$ cat src/rtl/i2c_expander_target.sv
`default_nettype none
// ============================================================================
// Module   : i2c_expander_target
// Brief    : I2C target modelling a 16-bit GPIO expander with an 8-register
//            file (input 0/1, output 2/3, polarity 4/5, config 6/7).
//            SCL/SDA are synchronised and glitch-filtered on clk48.
// Revision : 1.0 - initial release
// ============================================================================
module i2c_expander_target #(
    parameter logic [6:0] ADDRESS    = 7'h25,
    parameter int         FILTER_LEN = 3
) (
    input  logic        clk48,
    input  logic        reset,
    input  logic        scl_in,
    input  logic        sda_in,
    output logic        sda_oe,
    input  logic [15:0] in_port,
    output logic [15:0] out_port,
    output logic [15:0] polarity,
    // "config" is a reserved word in SystemVerilog, hence the suffix
    output logic [15:0] config_port,
    output logic        write_strobe,
    output logic [2:0]  write_index,
    output logic        busy
);

    localparam logic [3:0] c_ST_IDLE      = 4'd0;
    localparam logic [3:0] c_ST_ADDR      = 4'd1;
    localparam logic [3:0] c_ST_ADDR_ACK  = 4'd2;
    localparam logic [3:0] c_ST_PTR       = 4'd3;
    localparam logic [3:0] c_ST_PTR_ACK   = 4'd4;
    localparam logic [3:0] c_ST_WDATA     = 4'd5;
    localparam logic [3:0] c_ST_WDATA_ACK = 4'd6;
    localparam logic [3:0] c_ST_RDATA     = 4'd7;
    localparam logic [3:0] c_ST_RDATA_ACK = 4'd8;
    localparam logic [3:0] c_ST_IGNORE    = 4'd9;

    logic                  r_scl_meta, r_scl_sync, r_sda_meta, r_sda_sync;
    logic [FILTER_LEN-1:0] r_scl_hist, r_sda_hist;
    logic                  r_scl_filt, r_sda_filt, r_scl_prev, r_sda_prev;

    logic [3:0] r_state, w_state_nxt;
    logic [2:0] r_bitcnt, r_ptr, r_write_index;
    logic [6:0] r_shift;      // first seven bits of the byte in flight
    logic [6:0] r_rd;         // remaining read bits; bit 7 goes straight out at load
    logic       r_rw, r_ack_rose, r_sda_oe, r_busy, r_write_strobe;
    logic       w_sda_oe_d, w_busy_d;
    logic [7:0] r_regs [2:7];
    logic [7:0] w_byte, w_rd_val;
    logic       w_scl_rise, w_scl_fall, w_start, w_stop, w_addr_match, w_in_ack;

    // Two-flop synchroniser, then accept a level only after FILTER_LEN equal samples
    always_ff @(posedge clk48) begin
        if (reset) begin
            r_scl_meta <= 1'b1;  r_scl_sync <= 1'b1;
            r_sda_meta <= 1'b1;  r_sda_sync <= 1'b1;
            r_scl_hist <= '1;    r_sda_hist <= '1;
            r_scl_filt <= 1'b1;  r_sda_filt <= 1'b1;
            r_scl_prev <= 1'b1;  r_sda_prev <= 1'b1;
        end else begin
            r_scl_meta <= scl_in;  r_scl_sync <= r_scl_meta;
            r_sda_meta <= sda_in;  r_sda_sync <= r_sda_meta;
            r_scl_hist <= {r_scl_hist[FILTER_LEN-2:0], r_scl_sync};
            r_sda_hist <= {r_sda_hist[FILTER_LEN-2:0], r_sda_sync};
            if (&r_scl_hist)       r_scl_filt <= 1'b1;
            else if (~|r_scl_hist) r_scl_filt <= 1'b0;
            if (&r_sda_hist)       r_sda_filt <= 1'b1;
            else if (~|r_sda_hist) r_sda_filt <= 1'b0;
            r_scl_prev <= r_scl_filt;
            r_sda_prev <= r_sda_filt;
        end
    end

    assign w_scl_rise   = r_scl_filt & ~r_scl_prev;
    assign w_scl_fall   = ~r_scl_filt & r_scl_prev;
    assign w_start      = r_scl_filt & r_scl_prev & r_sda_prev & ~r_sda_filt;
    assign w_stop       = r_scl_filt & r_scl_prev & ~r_sda_prev & r_sda_filt;
    assign w_byte       = {r_shift, r_sda_filt};
    assign w_addr_match = (w_byte[7:1] == ADDRESS);
    assign w_in_ack     = (r_state == c_ST_ADDR_ACK) || (r_state == c_ST_PTR_ACK) ||
                          (r_state == c_ST_WDATA_ACK);

    // Read-value mux; input registers are pin levels corrected by polarity
    always_comb begin
        case (r_ptr)
            3'd0:    w_rd_val = in_port[7:0]  ^ r_regs[4];
            3'd1:    w_rd_val = in_port[15:8] ^ r_regs[5];
            default: w_rd_val = r_regs[r_ptr];
        endcase
    end

    // State register
    always_ff @(posedge clk48) begin
        if (reset) r_state <= c_ST_IDLE;
        else       r_state <= w_state_nxt;
    end

    // Next-state logic; bus conditions override bit processing
    always_comb begin
        w_state_nxt = r_state;
        if (w_start) begin
            w_state_nxt = c_ST_ADDR;
        end else if (w_stop) begin
            w_state_nxt = c_ST_IDLE;
        end else begin
            case (r_state)
                c_ST_ADDR:
                    if (w_scl_rise && r_bitcnt == 3'd7)
                        w_state_nxt = w_addr_match ? c_ST_ADDR_ACK : c_ST_IGNORE;
                c_ST_ADDR_ACK:
                    if (w_scl_fall && r_ack_rose) w_state_nxt = r_rw ? c_ST_RDATA : c_ST_PTR;
                c_ST_PTR:
                    if (w_scl_rise && r_bitcnt == 3'd7) w_state_nxt = c_ST_PTR_ACK;
                c_ST_PTR_ACK, c_ST_WDATA_ACK:
                    if (w_scl_fall && r_ack_rose) w_state_nxt = c_ST_WDATA;
                c_ST_WDATA:
                    if (w_scl_rise && r_bitcnt == 3'd7) w_state_nxt = c_ST_WDATA_ACK;
                // bit counter has wrapped to 0 after the 8th rise
                c_ST_RDATA:
                    if (w_scl_fall && r_bitcnt == 3'd0) w_state_nxt = c_ST_RDATA_ACK;
                c_ST_RDATA_ACK: begin
                    if (w_scl_rise && r_sda_filt)          w_state_nxt = c_ST_IGNORE;
                    else if (w_scl_fall && r_ack_rose)     w_state_nxt = c_ST_RDATA;
                end
                default: w_state_nxt = r_state;
            endcase
        end
    end

    // Output logic: next SDA drive (only ever changed on SCL fall) and busy
    always_comb begin
        w_sda_oe_d = r_sda_oe;
        w_busy_d   = r_busy;
        if (w_start) begin
            w_sda_oe_d = 1'b0;
        end else if (w_stop) begin
            w_sda_oe_d = 1'b0;
            w_busy_d   = 1'b0;
        end else begin
            case (r_state)
                c_ST_ADDR:
                    if (w_scl_rise && r_bitcnt == 3'd7) w_busy_d = w_addr_match;
                c_ST_ADDR_ACK, c_ST_PTR_ACK, c_ST_WDATA_ACK:
                    if (w_scl_fall) begin
                        if (!r_ack_rose)                             w_sda_oe_d = 1'b1;
                        else if (r_state == c_ST_ADDR_ACK && r_rw)   w_sda_oe_d = ~w_rd_val[7];
                        else                                         w_sda_oe_d = 1'b0;
                    end
                c_ST_RDATA:
                    if (w_scl_fall) w_sda_oe_d = (r_bitcnt == 3'd0) ? 1'b0 : ~r_rd[6];
                c_ST_RDATA_ACK: begin
                    if (w_scl_rise && r_sda_filt)      w_busy_d   = 1'b0;
                    if (w_scl_fall && r_ack_rose)      w_sda_oe_d = ~w_rd_val[7];
                end
                c_ST_IGNORE: begin
                    w_sda_oe_d = 1'b0;
                    w_busy_d   = 1'b0;
                end
                default: w_sda_oe_d = 1'b0;
            endcase
        end
    end

    // Datapath: shifting, pointer, register file and write strobe
    always_ff @(posedge clk48) begin
        if (reset) begin
            r_sda_oe       <= 1'b0;
            r_busy         <= 1'b0;
            r_write_strobe <= 1'b0;
            r_write_index  <= 3'd0;
            r_ptr          <= 3'd0;
            r_bitcnt       <= 3'd0;
            r_shift        <= 7'd0;
            r_rd           <= 7'd0;
            r_rw           <= 1'b0;
            r_ack_rose     <= 1'b0;
            r_regs[2]      <= 8'hFF;
            r_regs[3]      <= 8'hFF;
            r_regs[4]      <= 8'h00;
            r_regs[5]      <= 8'h00;
            r_regs[6]      <= 8'hFF;
            r_regs[7]      <= 8'hFF;
        end else begin
            r_sda_oe       <= w_sda_oe_d;
            r_busy         <= w_busy_d;
            r_write_strobe <= 1'b0;
            if (w_start || w_stop) begin
                r_bitcnt   <= 3'd0;
                r_ack_rose <= 1'b0;
            end else begin
                case (r_state)
                    c_ST_ADDR, c_ST_PTR, c_ST_WDATA:
                        if (w_scl_rise) begin
                            r_shift  <= w_byte[6:0];
                            r_bitcnt <= r_bitcnt + 3'd1;
                            if (r_bitcnt == 3'd7) begin
                                if (r_state == c_ST_ADDR) r_rw  <= w_byte[0];
                                if (r_state == c_ST_PTR)  r_ptr <= w_byte[2:0];
                                if (r_state == c_ST_WDATA) begin
                                    // input registers accept the byte but keep pin values
                                    if (r_ptr >= 3'd2) r_regs[r_ptr] <= w_byte;
                                    r_write_strobe <= 1'b1;
                                    r_write_index  <= r_ptr;
                                    r_ptr          <= {r_ptr[2:1], ~r_ptr[0]};
                                end
                            end
                        end
                    c_ST_RDATA:
                        if (w_scl_rise)                          r_bitcnt <= r_bitcnt + 3'd1;
                        else if (w_scl_fall && r_bitcnt != 3'd0) r_rd     <= {r_rd[5:0], 1'b0};
                    c_ST_RDATA_ACK:
                        if (w_scl_rise) begin
                            if (!r_sda_filt) begin
                                r_ptr      <= {r_ptr[2:1], ~r_ptr[0]};
                                r_ack_rose <= 1'b1;
                            end
                        end else if (w_scl_fall && r_ack_rose) begin
                            r_rd       <= w_rd_val[6:0];
                            r_ack_rose <= 1'b0;
                        end
                    default:
                        if (w_in_ack) begin
                            if (w_scl_rise) begin
                                r_ack_rose <= 1'b1;
                            end else if (w_scl_fall && r_ack_rose) begin
                                r_ack_rose <= 1'b0;
                                if (r_state == c_ST_ADDR_ACK && r_rw) r_rd <= w_rd_val[6:0];
                            end
                        end
                endcase
            end
        end
    end

    assign sda_oe       = r_sda_oe;
    assign busy         = r_busy;
    assign write_strobe = r_write_strobe;
    assign write_index  = r_write_index;
    assign out_port     = {r_regs[3], r_regs[2]};
    assign polarity     = {r_regs[5], r_regs[4]};
    assign config_port  = {r_regs[7], r_regs[6]};

endmodule
`default_nettype wire

$ cat config.mk
export PLATFORM = sky130hd
export DESIGN_NAME = i2c_expander_target
export DESIGN_NICKNAME = d
export VERILOG_FILES = /design/src/rtl/i2c_expander_target.sv
export SDC_FILE = /design/constraint.sdc
export NUM_CORES = 1
export LEC_CHECK = 0
export ABC_CLOCK_PERIOD_IN_PS = 2900
export BUFFER_PORTS_ARGS = -buffer_cell sky130_fd_sc_hd__clkbuf_2
export CELL_PAD_IN_SITES_DETAIL_PLACEMENT = 1
export CELL_PAD_IN_SITES_GLOBAL_PLACEMENT = 1
export CORE_UTILIZATION = 44
export DETAILED_ROUTE_END_ITERATION = 8
export PLACE_DENSITY_LB_ADDON = 0.1
export SYNTH_ARGS = -nofsm -noshare
export SYNTH_HDL_FRONTEND = slang
export SYNTH_SLANG_ARGS = --single-unit
$ cat constraint.sdc
create_clock -name clk48 -period 2.9 [get_ports clk48]
set_input_delay 0.87 -clock clk48 [delete_from_list [all_inputs] [get_ports clk48]]
set_output_delay 0.87 -clock clk48 [all_outputs]
set_load 0.05 [all_outputs]
==> results of run 1 <==
==> kinds of logic after synthesis <==
kind of cell               share of synthesized area [%]
and+or+nand+nor                                    22.72
AOI/OAI and AO/OA                                  14.03
DFF                                                48.68
buffers and inverters                              4.203
muxes                                              7.426
xor gates and xnor gates                           2.166
adders and majority gates                         0.7737
==> cell usage after synthesis, types with 3 or more instances <==
cell,count
sky130_fd_sc_hd__edfxtp_1,48
sky130_fd_sc_hd__dfxtp_1,46
sky130_fd_sc_hd__nor2_1,40
sky130_fd_sc_hd__nand2_1,33
sky130_fd_sc_hd__a21oi_1,30
sky130_fd_sc_hd__clkbuf_1,24
sky130_fd_sc_hd__o21ai_0,21
sky130_fd_sc_hd__nand2b_1,19
sky130_fd_sc_hd__and2_1,18
sky130_fd_sc_hd__mux2i_1,18
sky130_fd_sc_hd__or3_1,17
sky130_fd_sc_hd__or2_2,16
sky130_fd_sc_hd__inv_1,13
sky130_fd_sc_hd__nand3_1,12
sky130_fd_sc_hd__buf_2,7
sky130_fd_sc_hd__nand3b_1,7
sky130_fd_sc_hd__mux4_2,6
sky130_fd_sc_hd__nor2b_1,6
sky130_fd_sc_hd__xnor2_1,6
sky130_fd_sc_hd__xor2_1,6
sky130_fd_sc_hd__a211oi_1,5
sky130_fd_sc_hd__a31oi_1,5
sky130_fd_sc_hd__a311oi_1,4
sky130_fd_sc_hd__mux2_2,4
sky130_fd_sc_hd__o22ai_1,4
sky130_fd_sc_hd__a2111oi_0,3
sky130_fd_sc_hd__a21o_1,3
sky130_fd_sc_hd__a221oi_1,3
sky130_fd_sc_hd__a22oi_1,3
sky130_fd_sc_hd__and3b_1,3
sky130_fd_sc_hd__ha_1,3
sky130_fd_sc_hd__nor3_1,3
sky130_fd_sc_hd__nor4_1,3
sky130_fd_sc_hd__o2111ai_1,3
==> cells in the final DEF, fill, tap and decap left out, drive strengths merged, types with 4 or more instances in the layout <==
master / count
or3: 18
mux2i: 18
mux4: 6
nor3: 4
mux2: 4
nand3: 12
dfxtp: 46
o21ai: 21
a211oi: 6
xnor2: 6
edfxtp: 48
inv: 15
xor2: 6
nand3b: 7
and2: 18
or2: 16
nand2b: 19
a311oi: 4
nor2: 40
clkbuf: 85
a31oi: 5
a21oi: 30
nor2b: 7
buf: 28
o22ai: 4
nand2: 33
==> how the worst max path moves through the flow <==
| stage | from | endpoint | depth (start not counted) |
|---|---|---|---|
| detailed placement | reset | r_regs[3][0] | 6 |
| floorplan | reset | r_regs[6][0] | 6 |
| global placement | r_state[2] | r_rd[6] | 5 |
| CTS | r_state[2] | r_rd[1] | 5 |
| finish | r_state[2] | r_rd[3] | 5 |
| global route | r_state[2] | r_rd[3] | 5 |
==> power breakdown <==
| part | switching (uW) | total (uW) | internal (uW) |
|---|---|---|---|
| Clock | 474 | 867 | 392 |
| Combinational | 194 | 262 | 67.8 |
| Sequential | 33.1 | 1460 | 1430 |
==> registers in the layout (all words and copies together) (netlist names), 3 cells and up <==
register / count
r_regs: 48
r_rd: 7
r_shift: 7
r_state: 4
r_bitcnt: 3
r_ptr: 3
r_scl_hist: 3
r_sda_hist: 3
write_index: 3
==> routing by layer <==
metal	part of all wire (%)	up-vias	wire length, um
met4	2.1	0	301
met1	43	2040	6336
met2	47	178	6926
met3	7.3	22	1071
li1	-	1896	-
met5	0	-	0
==> stage by stage <==
| step | cells | hold WS (ns) | cell area (sq um) |
|---|---|---|---|
| after floorplan | 481 | 0.3895 | 4852 |
| after global placement | 683 | 0.3917 | 5449 |
| after detailed placement | 683 | 0.3969 | 5449 |
| after CTS | 699 | 0.4233 | 5643 |
| after global routing | 699 | 0.4332 | 5643 |
| final | 699 | 0.4189 | 5643 |
==> layout make-up <==
cell class              count  area (sq um)
repair buffers            101         575.6
flip-flops and latches     94          2362
clock inverters             4         27.53
clock buffers              12         166.4
fillers                  1181          4866
inverters                  13         48.80
well taps                 136         170.2
multi-input cells         339          2292
==> metrics list, run 1 <==
* Final hold violation count: 0
- After clock tree synthesis, the flow added hold-fix buffers numbering 0.
* Worst-case setup slack after placement: about 0.44 ns
- Global routing used under 10% of the available met3 tracks.
- Along the worst hold path, the cell count comes to 1.
* Register bit count reported by yosys: 94
- Walking the worst path, the cells encountered are nand2_1, o31a_1, a211o_1, a2111oi_0, a31o_2.
- The tree is rooted in a sky130_fd_sc_hd__clkbuf_8.
- sky130_fd_sc_hd__edfxtp_1 takes more of the synthesized area than any other cell.
- The average instance in the mapped netlist occupies around 10 sq um.
- In this run the number of H-tree levels came out at 3.
- By area the synthesized netlist is led by sky130_fd_sc_hd__edfxtp_1 (30%), sky130_fd_sc_hd__dfxtp_1 (19%), sky130_fd_sc_hd__mux2i_1 (3.7%), sky130_fd_sc_hd__a21oi_1 (3.1%), sky130_fd_sc_hd__nor2_1 (3.1%).
* Fraction of post-synthesis cell area in the top cell type by area: around 30%
* Critical path fanouts, max: 23
- Remaining antenna violation count: 0
- Overall die area: about 11000 sq um
- The synthesized design contains 48 enable-type register cells.
- Initial antenna violation count: 0
- Entering global routing, the biggest net connects 34 pins.
- Wire length after detailed routing: about 15000 um
* Critical setup path kind: reg2reg
- The first global-routing pass estimated ~23000 um of wire.
- For this run, the register share of the synthesized area comes to just under 50%.
- Slack of the worst reg-to-reg path: about 0.39 ns
- Endpoint of the worst hold-timing path: r_scl_sync
- Dividing the detail-routed wire length by the instance count gives 20.94 um.
- At the later pin of the worst-skew pair, clock insertion delay measures approximately 0.37 ns.
- Power per Cell Area: about 460 nW/um^2
- The total overflow left after global routing is 0.
- Once the floorplan was initialized, standard cells occupied a little under half of the core.
- Endpoint class of the critical path: flip-flop
* Fin crit share: roughly 87%
* Antenna Cells: 0
- At the worst endpoint, the arrival time is around 2.8 ns.
- Most used routing layer: met2
- The detailed router finished its first iteration with about 300 violations.
* Estimated wirelength of the detail-placed design: 10770 um
* Leakage power summed over all cells: 0.002082 uW
- Global Route met1 Usage: 36.78%
- The most used flip-flop cell after synthesis is sky130_fd_sc_hd__edfxtp_1.
- Measured along the y axis, the die boundary spans 107.0 um.
- In this run the worst hold path is classified as reg2reg.
- The core region is about 11000 sq um.
- Yosys mapped the design onto 65 distinct sky130hd cell types.
- Setup slack closes at slightly below 0.4 ns.
* GRT Util Overall: between 20% and 30%
- Avg Vias per Cell: between 5 and 6
* CTS tree: yes
- Number of max-slew violations in the final report: 0
- The worst register-to-register path ends at r_rd[3].
- The smallest clock period supported by the final layout is computed as ~2.5 ns.
- The clock passes through at most 2 buffers.
- Summing internal, switching and leakage power gives 2593 uW.
- Total of buffers placed on input and output ports: 73
- Number of remaining DRC errors: 0
- At the worst endpoint, the required time is ~3.2 ns.
- First-pass iteration count of the detailed router: 5
- In this run the post-CTS setup repair buffer count came out at 0.
* Max stage delay cell, worst path: sky130_fd_sc_hd__dfxtp_1
- In this run the critical register-to-register path is launched from r_state[2].
- Startpoint types: flip-flop
* Layout-stage area growth over the synthesis result: 16.30%
- For this run, global-route usage on met2 was measured as a little over two fifths.
- TritonCTS sink count: 94
- Outcome: complete, no violations
- Mapped Nets: 504
* Post-Route Utilization: a little over half
- Setup-violating endpoint count in the final report: 0
- The number of gates resized after CTS was 0.
- IR analysis of the VDD net gives a maximum drop of between 200 and 300 uV.
- Tightest slew margin relative to the limit: 44.20%
- Setup TNS Final: 0 ns
* Number of vias after detailed routing: approximately 4100
* Peak per-stage delay on the critical path: between 0.8 and 0.9 ns
- Launch point of the worst hold path: r_scl_meta
* Num CTS Buffers: 9
* Reported max-cap violation count: 0
- The congestion estimate from routability-driven global placement came to 0.9135.
- Worst path top cell family by delay: compound AO/OA/AOI/OAI gates
- In this run the core area contains 37 standard-cell rows.
- Cell count of the worst reg-to-reg path: 5
* Cell area after synthesis: just under 5000 sq um
- At the pin with the least slew margin, the transition time is 0.8358 ns.
- Share of flip-flops with an asynchronous set or reset after synthesis: 0%
- Achievable clock frequency: around 400 MHz
* Count of pins on the block boundary: 74
- Die Width: 107.0 um
- Of the cells placed in the final design, the portion with a size suffix greater than 1 is between 20 and 30%.
- Clock tree skew after final layout: 0.01293 ns
- Yosys printed 0 warnings.
- The number of global-route vias before repair came to between 4000 and 5000.
- At the end of the flow, the number of nets in the layout was between 500 and 600.
- Buffers and inverters on the worst path: 0
- Register clock-pin slew on the reported worst setup and hold paths: 0.10 ns
- Synthesis produced between 400 and 500 cells.
- RSZ-0062 raised after global routing: false
No activity file was read; power rests on OpenSTA's default activity.
==> run 2, diff against run 1 <==
Settings changed: ABC_CLOCK_PERIOD_IN_PS 2900 to 2100, CORE_ASPECT_RATIO set to 0.8, CORE_UTILIZATION 44 to 40, GPL_TIMING_DRIVEN set to 0.
Clock period 2.9 ns to 2.1 ns, I/O delays scaled along.
==> metrics list, run 2 (same netlist as run 1, synthesis figures left out) <==
- The category of the most critical setup path is reg2reg (unchanged).
- Global placer's final weighted congestion: 0.8995 (was 0.9135)
- Tightest slew margin relative to the limit: 49.64% (was 44.20%)
- The final max-slew violation count was 0 (unchanged).
* Insertion delay of the later-clocked pin in the worst-skew pair: 0.35 ns (was 0.37 ns)
- The maximum buffer depth of the clock tree is 2 (unchanged).
- The via count of the routed design is 4230 (was 4136).
* Fin nets: 596 (was 581)
- Reg with most FFs: r_regs (unchanged)
- The transition at the pin with the smallest max-transition slack is 0.7554 ns (was 0.8358 ns).
- The total inserted antenna cells is 0 (unchanged).
* Fin crit share: 107.2% (was 86.61%)
* Effective utilization at floorplan: 41.65% (was 46.17%)
- The number of hold violations in the final report was 0 (unchanged).
* Wire length of the first global-routing pass: 24810 um (was 22940 um)
* Register clock-pin slew on the reported worst setup and hold paths: 0.07 ns (was 0.10 ns)
- The final reports fail on negative setup slack.
- The die area was 12580 sq um (was 11450 sq um).
- Outcome: finished, violations left (was complete, no violations).
- Post-cts hold buffer count: 0 (unchanged)
- Minimum clock period after layout: 2.252 ns (was 2.512 ns)
- Setup-violating endpoint count in the final report: 71 (was 0)
* Deepest level of the CTS H-tree: 3 (unchanged)
- The residual DRC count was 0 (unchanged).
* GRT Util Overall: 26.71% (was 26.76%)
- Power after layout: 4012 uW (was 2593 uW)
- Startpoint types: flip-flop (unchanged)
* Routed length per placed instance: 22.71 um (was 20.94 um)
- Wire length after detailed routing: 16490 um (was 14640 um)
- The die boundary height is 100.5 um (was 107.0 um).
* Arrival @ worst endpoint: 2.32 ns (was 2.83 ns)
* Top library cells by usage in the layout, fill and taps aside: sky130_fd_sc_hd__clkbuf_2 (79), sky130_fd_sc_hd__edfxtp_1 (48), sky130_fd_sc_hd__nor2_1 (40) (was sky130_fd_sc_hd__clkbuf_2 (73), sky130_fd_sc_hd__edfxtp_1 (48), sky130_fd_sc_hd__dfxtp_1 (46))
- RSZ-0062 raised after global routing: true (was false).
- Die Width: 125.1 um (was 107.0 um)
* Number of flip-flops under the largest register name: 48 (unchanged)
- The maximum number of pins on one net before global-route repair is 19 (was 34).
- Critical R2R Launch: r_state[0] (was r_state[2])
* Initial antenna violation count: 1 (was 0)
- CTS tree: yes (unchanged)
* Number of placed instances with taps included: 702 (was 683)
- The final setup skew was 0.009411 ns (was 0.01293 ns).
- The CTS buffer count is 9 (unchanged).
- The total half-perimeter wirelength after legalization and detailed placement is 11740 um (was 10770 um).
- The power per cell area came to 662.6 nW/um^2 (was 459.5 nW/um^2).
- First-pass iteration count of the detailed router: 7 (was 5)
- Non-filler instance count after layout: 726 (was 699)
- Reported max-cap violation count: 0 (unchanged)
* Critical path fanouts, max: 6 (was 23)
- Achievable clock frequency: 444.1 MHz (was 398.1 MHz)
- Peak supply drop: 538.2 uV (was 280.6 uV)
- Post-route worst hold slack: 0.4120 ns (was 0.4189 ns)
- The number of I/O port buffers came to 73 (unchanged).
* Crit path required time: 2.17 ns (was 3.22 ns)
- The worst hold path startpoint is r_sda_sync (was r_scl_meta).
* Endpoint class of the critical path: flip-flop (unchanged)
- The leakage power total came to 0.002210 uW (was 0.002082 uW).
- TritonCTS sink count: 94 (unchanged)
- Most common cell after layout, fill and taps aside: sky130_fd_sc_hd__clkbuf_2 (unchanged)
- The final core utilization came to 51.98% (was 53.70%).
- Hold/Removal Path Class: reg2reg (unchanged)
- Avg Vias per Cell: 5.826 (was 5.917)
- The number of global-route vias before repair came to 4214 (was 4157).
- The count of standard-cell rows came to 35 (was 37).
* Remaining antenna violation count: 0 (unchanged)
- Count of routing violations after the opening detailed-route iteration: 238 (was 297)
- The setup slack of the worst register-to-register path came to -0.15 ns (was 0.39 ns).
- Worst Slack Setup Final: -0.1517 ns (was 0.3882 ns)
- The remaining global-route overflow is 0 (unchanged).
- The share of post-route cells with drive strength above 1 was 32.87% (was 27.35%).
- The number of top-level design ports was 74 (unchanged).
- Largest registers: r_regs x48, r_rd x7, r_shift x7 (unchanged)
- The layout-stage area growth over the synthesis result came to 24.78% (was 16.30%).
- The placeable core region is 11650 sq um (was 10510 sq um).
- The launch point of the worst path is r_state[0] (was r_state[2]).
- The root buffer cell is sky130_fd_sc_hd__clkbuf_16 (was sky130_fd_sc_hd__clkbuf_8).
==> run 2: cell types whose count changed in the layout (fill, tap and decap cells not counted), sizes merged <==
cell / previous run / this run
clkinv: 2 / 1
buf: 28 / 23
inv: 15 / 19
clkbuf: 85 / 102
==> run 2: report_power, final <==
group          total (uW)  leakage (uW)  internal [uW]  switching [uW]
sequential           2020      0.000851           1980            43.4
clock                1610      0.000144            829             784
combinational         380       0.00122           98.5             281
total                4010       0.00221           2900            1110
==> run 2: worst paths after layout <==
check / end / cells past startpoint
min: r_sda_hist[0] / 1
max: r_regs[7][7] / 8
max reg2reg: r_regs[7][7] / 8
min reg2reg: r_sda_hist[0] / 1
==> run 2: metrics by stage <==
step / setup TNS, ns / setup WS (ns) / area, sq um
floorplan: -1.369 / -0.04728 / 4885
global route: -8.544 / -0.1882 / 6055
global placement: -62.63 / -1.312 / 5435
detailed placement: -60.38 / -1.457 / 5441
finish: -5.647 / -0.1517 / 6055
CTS: -5.613 / -0.1461 / 5933
==> run 2: critical path: stages (launching register included) <==
cell and delay (ns):
sky130_fd_sc_hd__dfxtp_4 0.36, sky130_fd_sc_hd__nor4bb_2 0.26, sky130_fd_sc_hd__buf_4 0.18, sky130_fd_sc_hd__nand4_4 0.13, sky130_fd_sc_hd__or3_4 0.42, sky130_fd_sc_hd__buf_8 0.16, sky130_fd_sc_hd__buf_8 0.13, sky130_fd_sc_hd__o21ai_4 0.19
sky130_fd_sc_hd__buf_12 0.15
==> run 2: area by class of cell <==
class,count,area [sq um]
fillers,1316,5594
clock buffers,9,225.2
flip-flops and latches,94,2379
plain buffers,30,170.2
clock inverters,7,58.81
inverters,13,48.80
repair buffers,86,508.0
multi-input cells,339,2480
well taps,148,185.2
==> run 2: layer usage <==
layer	GRT usage, %	up-vias	share of wire [%]
li1	-	1936	-
met1	37.19	2109	45
met3	5.308	16	7.0
met5	0	-	0.061
met4	5.816	2	1.1
met2	43.27	167	46
==> run 2: repair_timing <==
item	in CTS	in global routing
cloned	0	1
buffers inserted	12	0
pin swaps	11	5
resized for setup	31	33
setup endpoints to repair	108	100
endpoints found under the hold margin	0	0
